File: src/rtl/pc16_fetch.sv
// Hack-style 16-bit program counter with an IDLE/REQ/HALT fetch handshake.
// Optional sticky wrap flag is built only when PC16_WRAP_DETECT_EN is defined.
module pc16_fetch #(
  parameter logic [15:0] RESET_VECTOR = 16'h0000
) (
  input  logic        clk,
  input  logic        rst_n,
  input  logic [15:0] in,
  input  logic        load,
  input  logic        inc,
  input  logic        clr,
  input  logic        stall,
  input  logic        fetch_ack,
  output logic [15:0] out,
  output logic        fetch_req,
  output logic        wrap
);

  typedef enum logic [1:0] {
    IDLE = 2'd0,
    REQ  = 2'd1,
    HALT = 2'd2
  } state_t;

  state_t      state;
  state_t      state_next;
  logic [15:0] out_next;
  logic [1:0]  rst_sync;
  logic        run_ok;
  logic        accept;

  // Reset is applied asynchronously but released through two flops, so the
  // FSM never leaves IDLE on an edge that races the rst_n deassertion.
  always_ff @(posedge clk or negedge rst_n) begin
    if (!rst_n) begin
      rst_sync <= 2'b00;
    end else begin
      // NOTE: sequential state uses non-blocking assignments so every flop
      // samples pre-edge values regardless of statement order.
      rst_sync <= {rst_sync[0], 1'b1};
    end
  end

  assign run_ok = rst_sync[1];
  assign accept = (state == REQ) && fetch_ack;

  always_ff @(posedge clk or negedge rst_n) begin
    if (!rst_n) begin
      state <= IDLE;
      out   <= RESET_VECTOR;
    end else begin
      state <= state_next;
      out   <= out_next;
    end
  end

  always_comb begin
    // NOTE: defaults first, so no path through the case leaves a variable
    // unassigned and infers a latch.
    state_next = state;
    out_next   = out;
    unique case (state)
      IDLE: begin
        if (run_ok) state_next = stall ? HALT : REQ;
      end
      REQ: begin
        if (accept) begin
          if (load)     out_next = in;
          else if (inc) out_next = out + 16'd1;
        end
        if (stall) state_next = HALT;
      end
      HALT: begin
        if (!stall) state_next = REQ;
      end
      default: state_next = IDLE;
    endcase
    // Restart wins over everything else, acknowledged or not.
    if (clr) begin
      state_next = IDLE;
      out_next   = RESET_VECTOR;
    end
  end

  // Pure state decode: no input reaches fetch_req combinationally.
  assign fetch_req = (state == REQ);

`ifdef PC16_WRAP_DETECT_EN
  logic wrap_q;
  logic inc_wraps;

  // Only an accepted increment from FFFF counts; a load of 0000 does not.
  assign inc_wraps = accept && !load && inc && (out == 16'hFFFF);

  always_ff @(posedge clk or negedge rst_n) begin
    if (!rst_n) begin
      wrap_q <= 1'b0;
    end else if (clr) begin
      wrap_q <= 1'b0;
    end else if (inc_wraps) begin
      wrap_q <= 1'b1;
    end
  end

  assign wrap = wrap_q;
`else
  assign wrap = 1'b0;
`endif

endmodule

File: config.mk
export PLATFORM = sky130hd
export DESIGN_NAME = pc16_fetch
export DESIGN_NICKNAME = d
export VERILOG_FILES = /design/src/rtl/pc16_fetch.sv
export SDC_FILE = /design/constraint.sdc
export NUM_CORES = 1
export LEC_CHECK = 0
export ABC_AREA = 0
export ABC_CLOCK_PERIOD_IN_PS = 1990
export CORE_UTILIZATION = 40
export CTS_CLUSTER_SIZE = 28
export DETAILED_ROUTE_END_ITERATION = 16
export PLACE_DENSITY = 0.8
export REMOVE_ABC_BUFFERS = 1
export SETUP_SLACK_MARGIN = 0.3
export SLEW_MARGIN = 0
export SYNTH_ARGS = -nofsm -noshare
export SYNTH_HDL_FRONTEND = slang
export SYNTH_SLANG_ARGS = --single-unit
File: constraint.sdc
create_clock -name clk -period 1.99 [get_ports clk]
set_clock_uncertainty 0.15 [all_clocks]
set_input_delay 0.199 -clock clk [delete_from_list [all_inputs] [get_ports clk]]
set_output_delay 0.199 -clock clk [all_outputs]
set_load 0.02 [all_outputs]
; ---- Word-level counts from Yosys, hierarchy flattened
; Cells that the tools add are included.
[word_totals]
ff_bits = 20
input_bits = 23
[op_classes]
mux = 11
reduce_logical = 7
n_addsub = 1
n_eq_ne = 5
[ops]
columns = op, count
row1 = 16-bit 2-to-1 mux, 5
row2 = "16-bit by 1-bit adder with 16-bit output, second input constant", 1
row3 = 2-bit 2-to-1 mux, 5
row4 = "3-bit != test, second input constant", 3
row5 = 2-bit one-hot mux with 3 select lines, 1
row6 = 3-bit AND reduction, 2
row7 = 2-bit nonzero test, 2
row8 = 3-bit nonzero test, 1
row9 = "2-bit by 1-bit equality test with 1-bit output, second input constant", 1
row10 = "2-bit equality test, second input constant", 1
row11 = 2-bit logical NOT, 1
row12 = 1-bit logical AND, 1

; ---- Longest topological paths before layout
; Gate-level depths: netlist of run 1.
[logic_depth]
depth_word = 6
mapped_depth = 6
mapped_depth_nobuf = 5

; ---- Least setup slack after synthesis of run 1
; Ideal clock, no wire load.
[synth_timing]
kind = register to register
from = reg out[0]
to = reg out[12]
slack_ps = -135
setup_time_ps = 82
required_time_ps = 1758
arrival_ps = 1893
stages_incl_launch_ff = 6
cell_sequence = dfrtp_1 -> ha_1 -> nand2_1 -> or4_4 -> or4_1 -> a31oi_1
[synth_via]
elab_chain_len = 6
[synth_lines]
columns = element, line
row1 = start: declaration, 14  ; output logic [15:0] out,
row2 = start signal: assignment, 53  ; out <= out_next;
row3 = 16-bit by 1-bit adder with 16-bit output, 69  ; else if (inc) out_next = out + 16'd1;
row4 = 16-bit 2-to-1 mux, 69
row5 = 16-bit 2-to-1 mux, 68  ; if (load) out_next = in;
row6 = 16-bit 2-to-1 mux, 67  ; if (accept) begin
row7 = 16-bit 2-to-1 mux, 62  ; unique case (state)
row8 = 16-bit 2-to-1 mux, 79  ; if (clr) begin
; No other way between the ends. The select of a mux whose other input is x is not followed.
; A chain may end at the register's enable or synchronous reset.

; ---- Final worst setup path of run 1
[layout_timing]
from = reg out[1]
to = reg out[12]
; The elaborated chain is that of the path after synthesis.

==> run_results.csv, run 1 <==
group,metric,value,unit
global_route,grt_pass1_wl,6000,um
floorplanning,die_area,0.00338,sq mm
placement,io_buffers,39,
pwr,irDropWorstVdd,0.000240,V
critical_path,criticalPathCategory,"reg2reg",
placement,placed_area,0.00182,sq mm
sta,finalSetupViolCount,0,
critical_path,critPathArrivalTime,2.00,ns
synthesis,yosys.area_share.adder,0.991,%
synthesis,async_reset_ff_share,100,%
routing,dr_wl_met2,1960,um
global_route,antenna_found_initial,0,
clocking,clockRootBuffer,"clkbuf_4",
routing,first_pass_iters,4,
final_layout,fin_area,0.00195,sq mm
synthesis,synth-seq-cells,20,
floorplanning,start_util,41.7,%
critical_path,critPathSlowestCell,"or4_4",
final_layout,final_util,64.4,%
synthesis,synth_compound_gate_area_share,21.7,%
floorplanning,core_area,0.00303,sq mm
routing,drt-total-wl,3740,um
floorplanning,num_rows,20,
routing,vias_per_cell,5.77,
floorplanning,die_y,58.2,um
final_layout,synthToLayoutAreaGrowth,54.4,%
routing,routedWlPerCell,14.5,um
routing,routed-wl-met3,211,um
placement,gp_congestion,0.892,
final_layout,final_cell_mix,"24 x buf_4, 22 x clkdlybuf4s50_1, 20 x dfrtp_1, 16 x dlygate4sd2_1",
routing,first_iter_violations,71,
critical_path,r2r_start,"out[1]",
critical_path,critPathRequiredTime,2.07,ns
sta,fin_crit_sh,96.5,%
synthesis,avgSynthCellArea,8.25,sq um
global_route,grt-ovfl-total,0,
global_route,first_global_vias,1435,
synthesis,synth_top_family_by_area,"simple AND/OR/NAND/NOR gates",
synthesis,synth-simple-area-share,29.8,%
placement,dpl_worst_slack,0.0734,ns
sta,timing.final.crit_period,1.92,ns
min_path,hold_class,"in2async",
synthesis,synth-xor-area-share,1.39,%
critical_path,cp_max_fo,3,
critical_path,cp_slowest_stage_delay,0.48,ns
critical_path,cp-end-kind,"flip-flop",
synthesis,synth_cells,153,
run_status,status,"finished, final reports clean",
final_layout,antenna_cells,0,
routing,dr.max_layer_used,"met3",
final_layout,nNetsFinal,239,
clocking,numCtsBuffers,3,
synthesis,synthMuxAreaShare,0.793,%
critical_path,reg2reg_to,"out[12]",
floorplanning,io-pin-count,41,
synthesis,synth_flop_cell,"dfrtp_1",
synthesis,synth_edf_count,0,
pwr,fin_total_pwr,0.794,mW
final_layout,drive_gt1_share,21.6,%
global_route,grt_max_degree,21,
sta,drv_slew,0,
clocking,cts_max_path_buffers,2,
synthesis,ys_warn_count,0,
sta,rsz0062_at_grt,"yes",
final_layout,layout.cells.most_common,"buf_4",
critical_path,start_kind,"flip-flop",
routing,drtAntennaViolNets,0,
sta,fin_ws,0.0695,ns
critical_path,r2r_setup_slack,0.07,ns
floorplanning,die_x,58.2,um
sta,fmax,0.521,GHz
pwr,power_density,408,mW/mm^2
routing,drc,0,
synthesis,yosysSeqAreaShare,39.6,%
critical_path,reg2reg_depth,5,
synthesis,post_synth_num_cell_types,37,
critical_path,crit_path_cell_trace,"ha_2, nand2_2, or4_4, or4_1, a31oi_1",
pwr,power_leakage,0.890,nW
global_route,track_usage,22.4,%
placement,dp_cells,246,
clocking,postCtsHoldBufs,0,
clocking,cts_tree,"yes",
routing,num_vias,1484,
clocking,clk_pin_slew,0.12,ns
clocking,cts.sinks,20,
clocking,htreeDepth,1,
final_layout,final_cells,257,
routing,wl_met1,1570,um
clocking,clk_latency,0.30,ns
synthesis,syn_area,0.00126,sq mm
flow_run,maxCapViolations,0,
placement,dp_hpwl,2660,um
sta,hold_viol,0,
[stage by stage]
| step | TNS [ns] | hold WS, ns |
|---|---|---|
| after floorplan | -0.135 | -0.247 |
| after global placement | 0 | 0.181 |
| after detailed placement | 0 | 0.186 |
| after CTS | 0 | 0.104 |
| after global routing | 0 | 0.109 |
| final | 0 | 0.0937 |
[critical path, delay by kind of cell, from the launching register on]
family | cells | cell delay [ns]
simple gates | 3 | 0.96
flops | 1 | 0.37
fa+ha+maj | 1 | 0.19
compound gates | 1 | 0.18
[layer usage]
layer  vias up  global-route usage (%)
li1        698                       -
met1       731                    28.1
met2        55                    39.4
met3         0                    3.13
met4         0                    7.82
met5         -                       0
[cells by family after synthesis]
logic type      Yosys count
compound gates           45
simple gates             67
xor+xnor                  2
fa+ha+maj                 1
other cells               2
buf+inv                  15
flops                    20
mux                       1
[timing repair]
action	in CTS	in global routing
endpoints found under the hold margin	0	0
cloned	0	1
buffers inserted	0	7
endpoints found under the setup margin	18	13
pin swaps	1	4
gates resized for setup	18	15
[final cells by class]
cell class / count / area [sq um]
clock buffer: 3 / 22.5
fill: 270 / 1080
timing repair buffer: 69 / 614
inverter: 3 / 11.3
sequential: 20 / 500
multi-input combinational: 118 / 746
tap: 44 / 55.1
[cell usage after synthesis, types with 3 or more instances]
cell / instances / area (sq um)
dfrtp_1: 20 / 500
nand2_1: 16 / 60.1
a21oi_1: 15 / 75.1
and3_1: 9 / 56.3
nand3_1: 9 / 45.0
clkbuf_1: 8 / 30.0
nor2_1: 8 / 30.0
o21ai_0: 8 / 40.0
a31oi_1: 7 / 43.8
nand4_1: 4 / 25.0
nor3_1: 4 / 20.0
nor4_1: 4 / 25.0
buf_2: 3 / 15.0
inv_1: 3 / 11.3
o41ai_1: 3 / 26.3
[report_power, final]
group / internal [mW] / switching (mW) / total [mW]
combinational: 0.0886 / 0.0825 / 0.171
sequential: 0.418 / 0.0114 / 0.429
clock: 0.0706 / 0.124 / 0.194
[flip-flops by register name (all words and copies together), names as in the netlist]
name / cells
out: 16
state: 2
rst_sync: 2
[how the worst max path moves through the flow]
stage,startpoint,endpoint
after detailed placement,out[0],out[12]
after global routing,out[1],out[12]
final,out[1],out[12]
after global placement,out[0],out[12]
after CTS,out[1],out[12]
after floorplan,out[0],out[12]
No activity file was read; power rests on OpenSTA's default activity.
==> run 2, diff against run 1 <==
--- a/config.mk
+++ b/config.mk
@@ -6,7 +6,7 @@
 export NUM_CORES = 1
 export LEC_CHECK = 0
 export ABC_AREA = 0
-export ABC_CLOCK_PERIOD_IN_PS = 1990
+export ABC_CLOCK_PERIOD_IN_PS = 1600
 export CORE_UTILIZATION = 40
 export CTS_CLUSTER_SIZE = 28
 export DETAILED_ROUTE_END_ITERATION = 16
==> constraint.sdc (replaced) <==
create_clock -name clk -period 1.6 [get_ports clk]
set_clock_uncertainty 0.15 [all_clocks]
set_input_delay 0.16 -clock clk [delete_from_list [all_inputs] [get_ports clk]]
set_output_delay 0.16 -clock clk [all_outputs]
set_load 0.02 [all_outputs]
==> run 2 against run 1 <==
The run now ends with setup timing left; clock-buffer cell count unchanged; power is 39% higher; sequential share of layout area down 5.8 points; non-clock buffer count up 28; flip-flop and latch count did not move; clock power is 34% higher; fmax down 9.4%; critical path depth unchanged; highest routed layer is now met4; first-iteration DRC count is 100% higher; register-to-register slack worse by 0.59 ns; worst hold slack worse by 0.078 ns.
==> run_results.csv, run 2 (synthesized netlist as in run 1, its figures left out) <==
group,metric,value,unit
global_route,grt_max_degree,21,
sta,timing.final.crit_period,2.12,ns
routing,num_vias,1708,
clocking,clockRootBuffer,"clkbuf_4",
floorplanning,die_area,0.00338,sq mm
sta,setup-tns-final,-0.873,ns
critical_path,critPathRequiredTime,1.69,ns
sta,drv_slew,0,
sta,fin_crit_sh,133,%
floorplanning,num_rows,20,
critical_path,cp_max_fo,2,
floorplanning,start_util,41.7,%
placement,gp_congestion,0.905,
final_layout,layout.cells.most_common,"buf_6",
routing,drt-total-wl,5410,um
final_layout,final_cell_mix,"42 x buf_6, 25 x buf_4, 21 x clkdlybuf4s50_1, 20 x dfrtp_1, 12 x nand2_1",
critical_path,crit_path_cell_trace,"ha_2, nand2_2, or4_4, or4_1, a31oi_1",
sta,hold_viol,0,
final_layout,top_regs,"out (16), rst_sync (2), state (2)",
sta,rsz0062_at_grt,"yes",
floorplanning,core_area,0.00303,sq mm
final_layout,final_util,83.1,%
routing,vias_per_cell,5.99,
global_route,first_global_vias,1599,
clocking,postCtsHoldBufs,0,
routing,drtAntennaViolNets,0,
critical_path,start_kind,"flip-flop",
clocking,clk_latency,0.32,ns
flow_run,maxCapViolations,0,
clocking,clk_pin_slew,0.12,ns
sta,fmax,0.472,GHz
routing,routedWlPerCell,19.0,um
clocking,htreeDepth,1,
final_layout,largest_register,"out",
placement,dp_hpwl,2940,um
critical_path,r2r_start,"out[0]",
sta,finalSetupViolCount,8,
routing,first_pass_iters,4,
final_layout,largest_reg_flops,16,
routing,drc,0,
final_layout,antenna_cells,0,
pwr,power_leakage,1.12,nW
critical_path,critPathSlowestCell,"or4_4",
critical_path,critPathArrivalTime,2.21,ns
global_route,grt_pass1_wl,7340,um
floorplanning,die_x,58.2,um
global_route,track_usage,28.5,%
final_layout,drive_gt1_share,49.8,%
min_path,hold_class,"in2async",
routing,first_iter_violations,143,
floorplanning,die_y,58.2,um
critical_path,crit_start,"out[0]",
sta,whs,0.0158,ns
global_route,grt-ovfl-total,0,
critical_path,cp_slowest_stage_delay,0.49,ns
run_status,violations,"setup timing",
clocking,cts.sinks,20,
sta,fin_ws,-0.520,ns
global_route,antenna_found_initial,0,
pwr,irDropWorstVdd,0.000492,V
critical_path,cp-end-kind,"flip-flop",
floorplanning,io-pin-count,41,
pwr,power_density,439,mW/mm^2
final_layout,synthToLayoutAreaGrowth,99.3,%
final_layout,nNetsFinal,267,
clocking,cts_max_path_buffers,2,
placement,io_buffers,39,
run_status,status,"finished with violations",
clocking,numCtsBuffers,3,
critical_path,criticalPathCategory,"reg2reg",
clocking,cts_tree,"yes",
## run 2: changes by cell type in the layout (fill, tap and decap cells not counted), sizes merged
| cell | previous run | this run |
|---|---|---|
| clkdlybuf4s15 | 0 | 1 |
| buf | 30 | 74 |
| clkdlybuf4s50 | 22 | 21 |
| dlymetal6s2s | 1 | 0 |
| dlygate4sd2 | 16 | 1 |
## run 2: final timing paths
check	end	slack, ns	cells past startpoint
max in group asynchronous	out[9]	1.07	2
max reg2reg	out[12]	-0.52	5
min in group clk	rst_sync[1]	0.21	0
max	out[12]	-0.52	5
min reg2reg	rst_sync[1]	0.21	0
min	out[0]	0.02	2
## run 2: layer usage
metal  part of all wire, %  vias up  track usage [%]
li1                      -      756                -
met1                    37      827             35.4
met2                    51      100             51.6
met3                   6.6       25             4.24
met4                   5.6        0             7.48
met5                     0        -                0
## run 2: repair_timing
action                                  CTS  global route
cloned                                    1             1
endpoints found under the setup margin   33            34
hold endpoints to repair                  0             0
gates resized for setup                 149            42
pin swaps                                11            23
buffers inserted                         13             6
## run 2: per-stage QoR
| stage | std cells | setup WS (ns) | cell area [sq um] | power, mW |
|---|---|---|---|---|
| 4_1_cts | 278 | -0.352 | 2300 | 1.04 |
| 6_report | 285 | -0.520 | 2520 | 1.11 |
| 2_1_floorplan | 141 | -0.525 | 1210 | 0.605 |
| 5_1_grt | 285 | -0.525 | 2520 | 1.15 |
| 3_3_place_gp | 261 | -0.234 | 1930 | 0.759 |
| 3_5_place_dp | 261 | -0.329 | 1930 | 0.767 |
## run 2: critical path: cells and delay by family (launching register included)
kind	cells	cell delay (ns)
AND/OR/NAND/NOR	3	1.00
flip-flops	1	0.42
adder cells (fa/ha/maj)	1	0.24
AO/OA/AOI/OAI	1	0.22
## run 2: power breakdown
part	switching [mW]	internal [mW]	total (mW)
combinational	0.151	0.163	0.315
clock	0.170	0.0884	0.259
sequential	0.0127	0.520	0.532
total	0.334	0.771	1.11
## run 2: layout make-up
| class | count | area [sq um] |
|---|---|---|
| Timing Repair Buffer | 97 | 956 |
| Fill cell | 178 | 512 |
| Inverter | 3 | 11.3 |
| Multi-Input combinational cell | 118 | 971 |
| Sequential cell | 20 | 500 |
| Tap cell | 44 | 55.1 |
| Clock buffer | 3 | 22.5 |
==> run 3, diff against run 2 <==
--- a/config.mk
+++ b/config.mk
@@ -6,11 +6,11 @@
 export NUM_CORES = 1
 export LEC_CHECK = 0
 export ABC_AREA = 0
-export ABC_CLOCK_PERIOD_IN_PS = 1600
-export CORE_UTILIZATION = 40
+export ABC_CLOCK_PERIOD_IN_PS = 2100
+export CORE_UTILIZATION = 45
 export CTS_CLUSTER_SIZE = 28
 export DETAILED_ROUTE_END_ITERATION = 16
-export PLACE_DENSITY = 0.8
+export PLACE_DENSITY = 0.84
 export REMOVE_ABC_BUFFERS = 1
 export SETUP_SLACK_MARGIN = 0.3
 export SLEW_MARGIN = 0
==> constraint.sdc (replaced) <==
create_clock -name clk -period 2.1 [get_ports clk]
set_clock_uncertainty 0.15 [all_clocks]
set_input_delay 0.21 -clock clk [delete_from_list [all_inputs] [get_ports clk]]
set_output_delay 0.21 -clock clk [all_outputs]
set_load 0.02 [all_outputs]
==> run 3 against run 2 <==
The flow now finishes without violations; worst setup slack gained 0.68 ns; sequential share of layout area grew 6.6 points; final cell count shrank 18%; routed wire length shrank 30%; clock power grew 24%; register-to-register slack gained 0.68 ns; non-clock buffer count shrank 37; critical path depth is the same; clock-buffer cell count is the same; fmax grew 9.1%; die area shrank 11%; flip-flop and latch count is the same; largest cell class unchanged.
==> run_results.csv, run 3 (synthesized netlist as in run 1, its figures left out) <==
group,metric,value,unit
critical_path,cp_max_fo,3,
global_route,grt-ovfl-total,0,
global_route,grt_pass1_wl,5930,um
sta,hold_viol,0,
sta,finalSetupViolCount,0,
clocking,cts.sinks,20,
pwr,power_leakage,0.906,nW
floorplanning,start_util,49.2,%
routing,first_iter_violations,50,
final_layout,top_regs,"out (16), rst_sync (2), state (2)",
critical_path,start_kind,"flip-flop",
floorplanning,num_rows,18,
critical_path,reg2reg_depth,5,
routing,first_pass_iters,4,
placement,dp_hpwl,2660,um
pwr,p_seq_share,46.2,%
sta,timing.final.crit_period,1.94,ns
final_layout,ff_latch_area,502,sq um
floorplanning,die_y,55.0,um
floorplanning,io-pin-count,41,
routing,routedWlPerCell,16.1,um
final_layout,final_cells,235,
final_layout,nNetsFinal,230,
final_layout,final_cell_mix,"28 x clkdlybuf4s50_1, 19 x dfrtp_1, 18 x buf_4, 15 x a21oi_1, 15 x nand2_1",
global_route,first_global_vias,1388,
routing,drc,0,
critical_path,criticalPathCategory,"reg2reg",
pwr,power_density,466,mW/mm^2
clocking,numCtsBuffers,3,
final_layout,nFillCells,193,
final_layout,multiInputGateArea,712,sq um
floorplanning,core_area,0.00257,sq mm
final_layout,largest_register,"out",
placement,dp_cells,225,
critical_path,critPathRequiredTime,2.18,ns
sta,rsz0062_at_grt,"yes",
floorplanning,die_area,0.00302,sq mm
critical_path,critPathArrivalTime,2.02,ns
global_route,antenna_found_initial,0,
pwr,clock_power_share,36.2,%
placement,gp_congestion,0.872,
clocking,clockRootBuffer,"clkbuf_4",
min_path,hold_class,"in2async",
routing,drt-total-wl,3790,um
pwr,power_frac_comb,17.6,%
pwr,irDropWorstVdd,0.000469,V
critical_path,r2r_start,"out[0]",
routing,vias_per_cell,6.17,
critical_path,crit_start,"out[0]",
clocking,htreeDepth,1,
flow_run,maxCapViolations,0,
final_layout,antenna_cells,0,
sta,fmax,0.515,GHz
routing,num_vias,1450,
pwr,p_sw,0.214,mW
clocking,cts_tree,"yes",
critical_path,cp-end-kind,"flip-flop",
pwr,switching_share,24.2,%
global_route,track_usage,27.7,%
clocking,cts_max_path_buffers,2,
sta,whs,0.0776,ns
run_status,status,"finished, final reports clean",
final_layout,drive_gt1_share,16.1,%
placement,io_buffers,39,
final_layout,largest_reg_flops,16,
sta,drv_slew,0,
global_route,grt_max_degree,27,
clocking,clk_pin_slew,0.13,ns
floorplanning,die_x,55.0,um
final_layout,synthToLayoutAreaGrowth,50.1,%
clocking,clk_latency,0.31,ns
routing,drtAntennaViolNets,0,
pwr,internal_power,0.670,mW
final_layout,layout.cells.most_common,"clkdlybuf4s50_1",
sta,fin_crit_sh,92.5,%
-- run 3: cell types whose count changed in the layout (fill, tap and decap cells not counted), moves of 4 or more --
cell / previous run / this run
clkdlybuf4s50_1: 21 / 28
a21oi_1: 11 / 15
buf_2: 4 / 0
o21ai_0: 0 / 8
a21oi_2: 4 / 0
buf_4: 25 / 18
o21ai_1: 8 / 0
dlymetal6s2s_1: 0 / 7
buf_6: 42 / 2
nand3_1: 5 / 9
nor4_1: 0 / 4
-- run 3: timing repair --
action                                  4_1_cts  5_1_grt
pin swaps                                     2        8
setup buffers                                 1        5
resized for setup                             7       12
gates cloned                                  0        0
endpoints found under the setup margin        6       13
hold buffers                                  0        0
-- run 3: cell type report --
cell class,count,share of cell area (%)
clock buffers,3,1.19
clock inverters,1,1.58
inverters,3,0.594
multi-input cells,118,37.6
flip-flops and latches,20,26.5
well taps,30,1.98
repair buffers,60,30.6
-- run 3: worst paths after layout --
| kind | to | slack (ns) |
|---|---|---|
| max in group asynchronous | out[5] | 1.48 |
| max reg2reg | out[12] | 0.16 |
| min in group clk | rst_sync[1] | 0.22 |
| max | out[12] | 0.16 |
| min reg2reg | rst_sync[1] | 0.22 |
| min | out[13] | 0.08 |
-- run 3: power by group through the flow --
stage	logic, mW	registers, mW	clock network (mW)
6_report	0.156	0.408	0.320
5_1_grt	0.169	0.409	0.335
4_1_cts	0.154	0.407	0.325
3_5_place_dp	0.154	0.415	0
3_3_place_gp	0.149	0.414	0
2_1_floorplan	0.0378	0.423	0
-- run 3: critical path: stages, from the launching register on --
cell and delay, ns:
dfrtp_1 0.39, ha_2 0.20, nand2_2 0.08, or4_4 0.48
or4_1 0.40, a31oi_1 0.17
-- run 3: layer usage --
| layer | vias up | wire length [um] | track usage [%] | part of all wire (%) |
|---|---|---|---|---|
| met2 | 73 | 1920 | 49.6 | 51 |
| li1 | 676 | - | - | - |
| met5 | - | 0 | 0 | 0 |
| met1 | 695 | 1570 | 32.1 | 41 |
| met3 | 6 | 247 | 3.55 | 6.5 |
| met4 | 0 | 50 | 13.8 | 1.3 |
-- run 3: per-stage QoR --
| step | power [mW] | TNS (ns) | area (sq um) | util, % | setup slack (ns) |
|---|---|---|---|---|---|
| 6_report | 0.883 | 0 | 1900 | 73.8 | 0.157 |
| 5_1_grt | 0.914 | 0 | 1900 | 73.8 | 0.0993 |
| 4_1_cts | 0.886 | 0 | 1820 | 71.1 | 0.169 |
| 3_5_place_dp | 0.569 | 0 | 1760 | 68.7 | 0.161 |
| 3_3_place_gp | 0.563 | 0 | 1760 | 68.7 | 0.189 |
| 2_1_floorplan | 0.461 | -0.0254 | 1210 | - | -0.0254 |
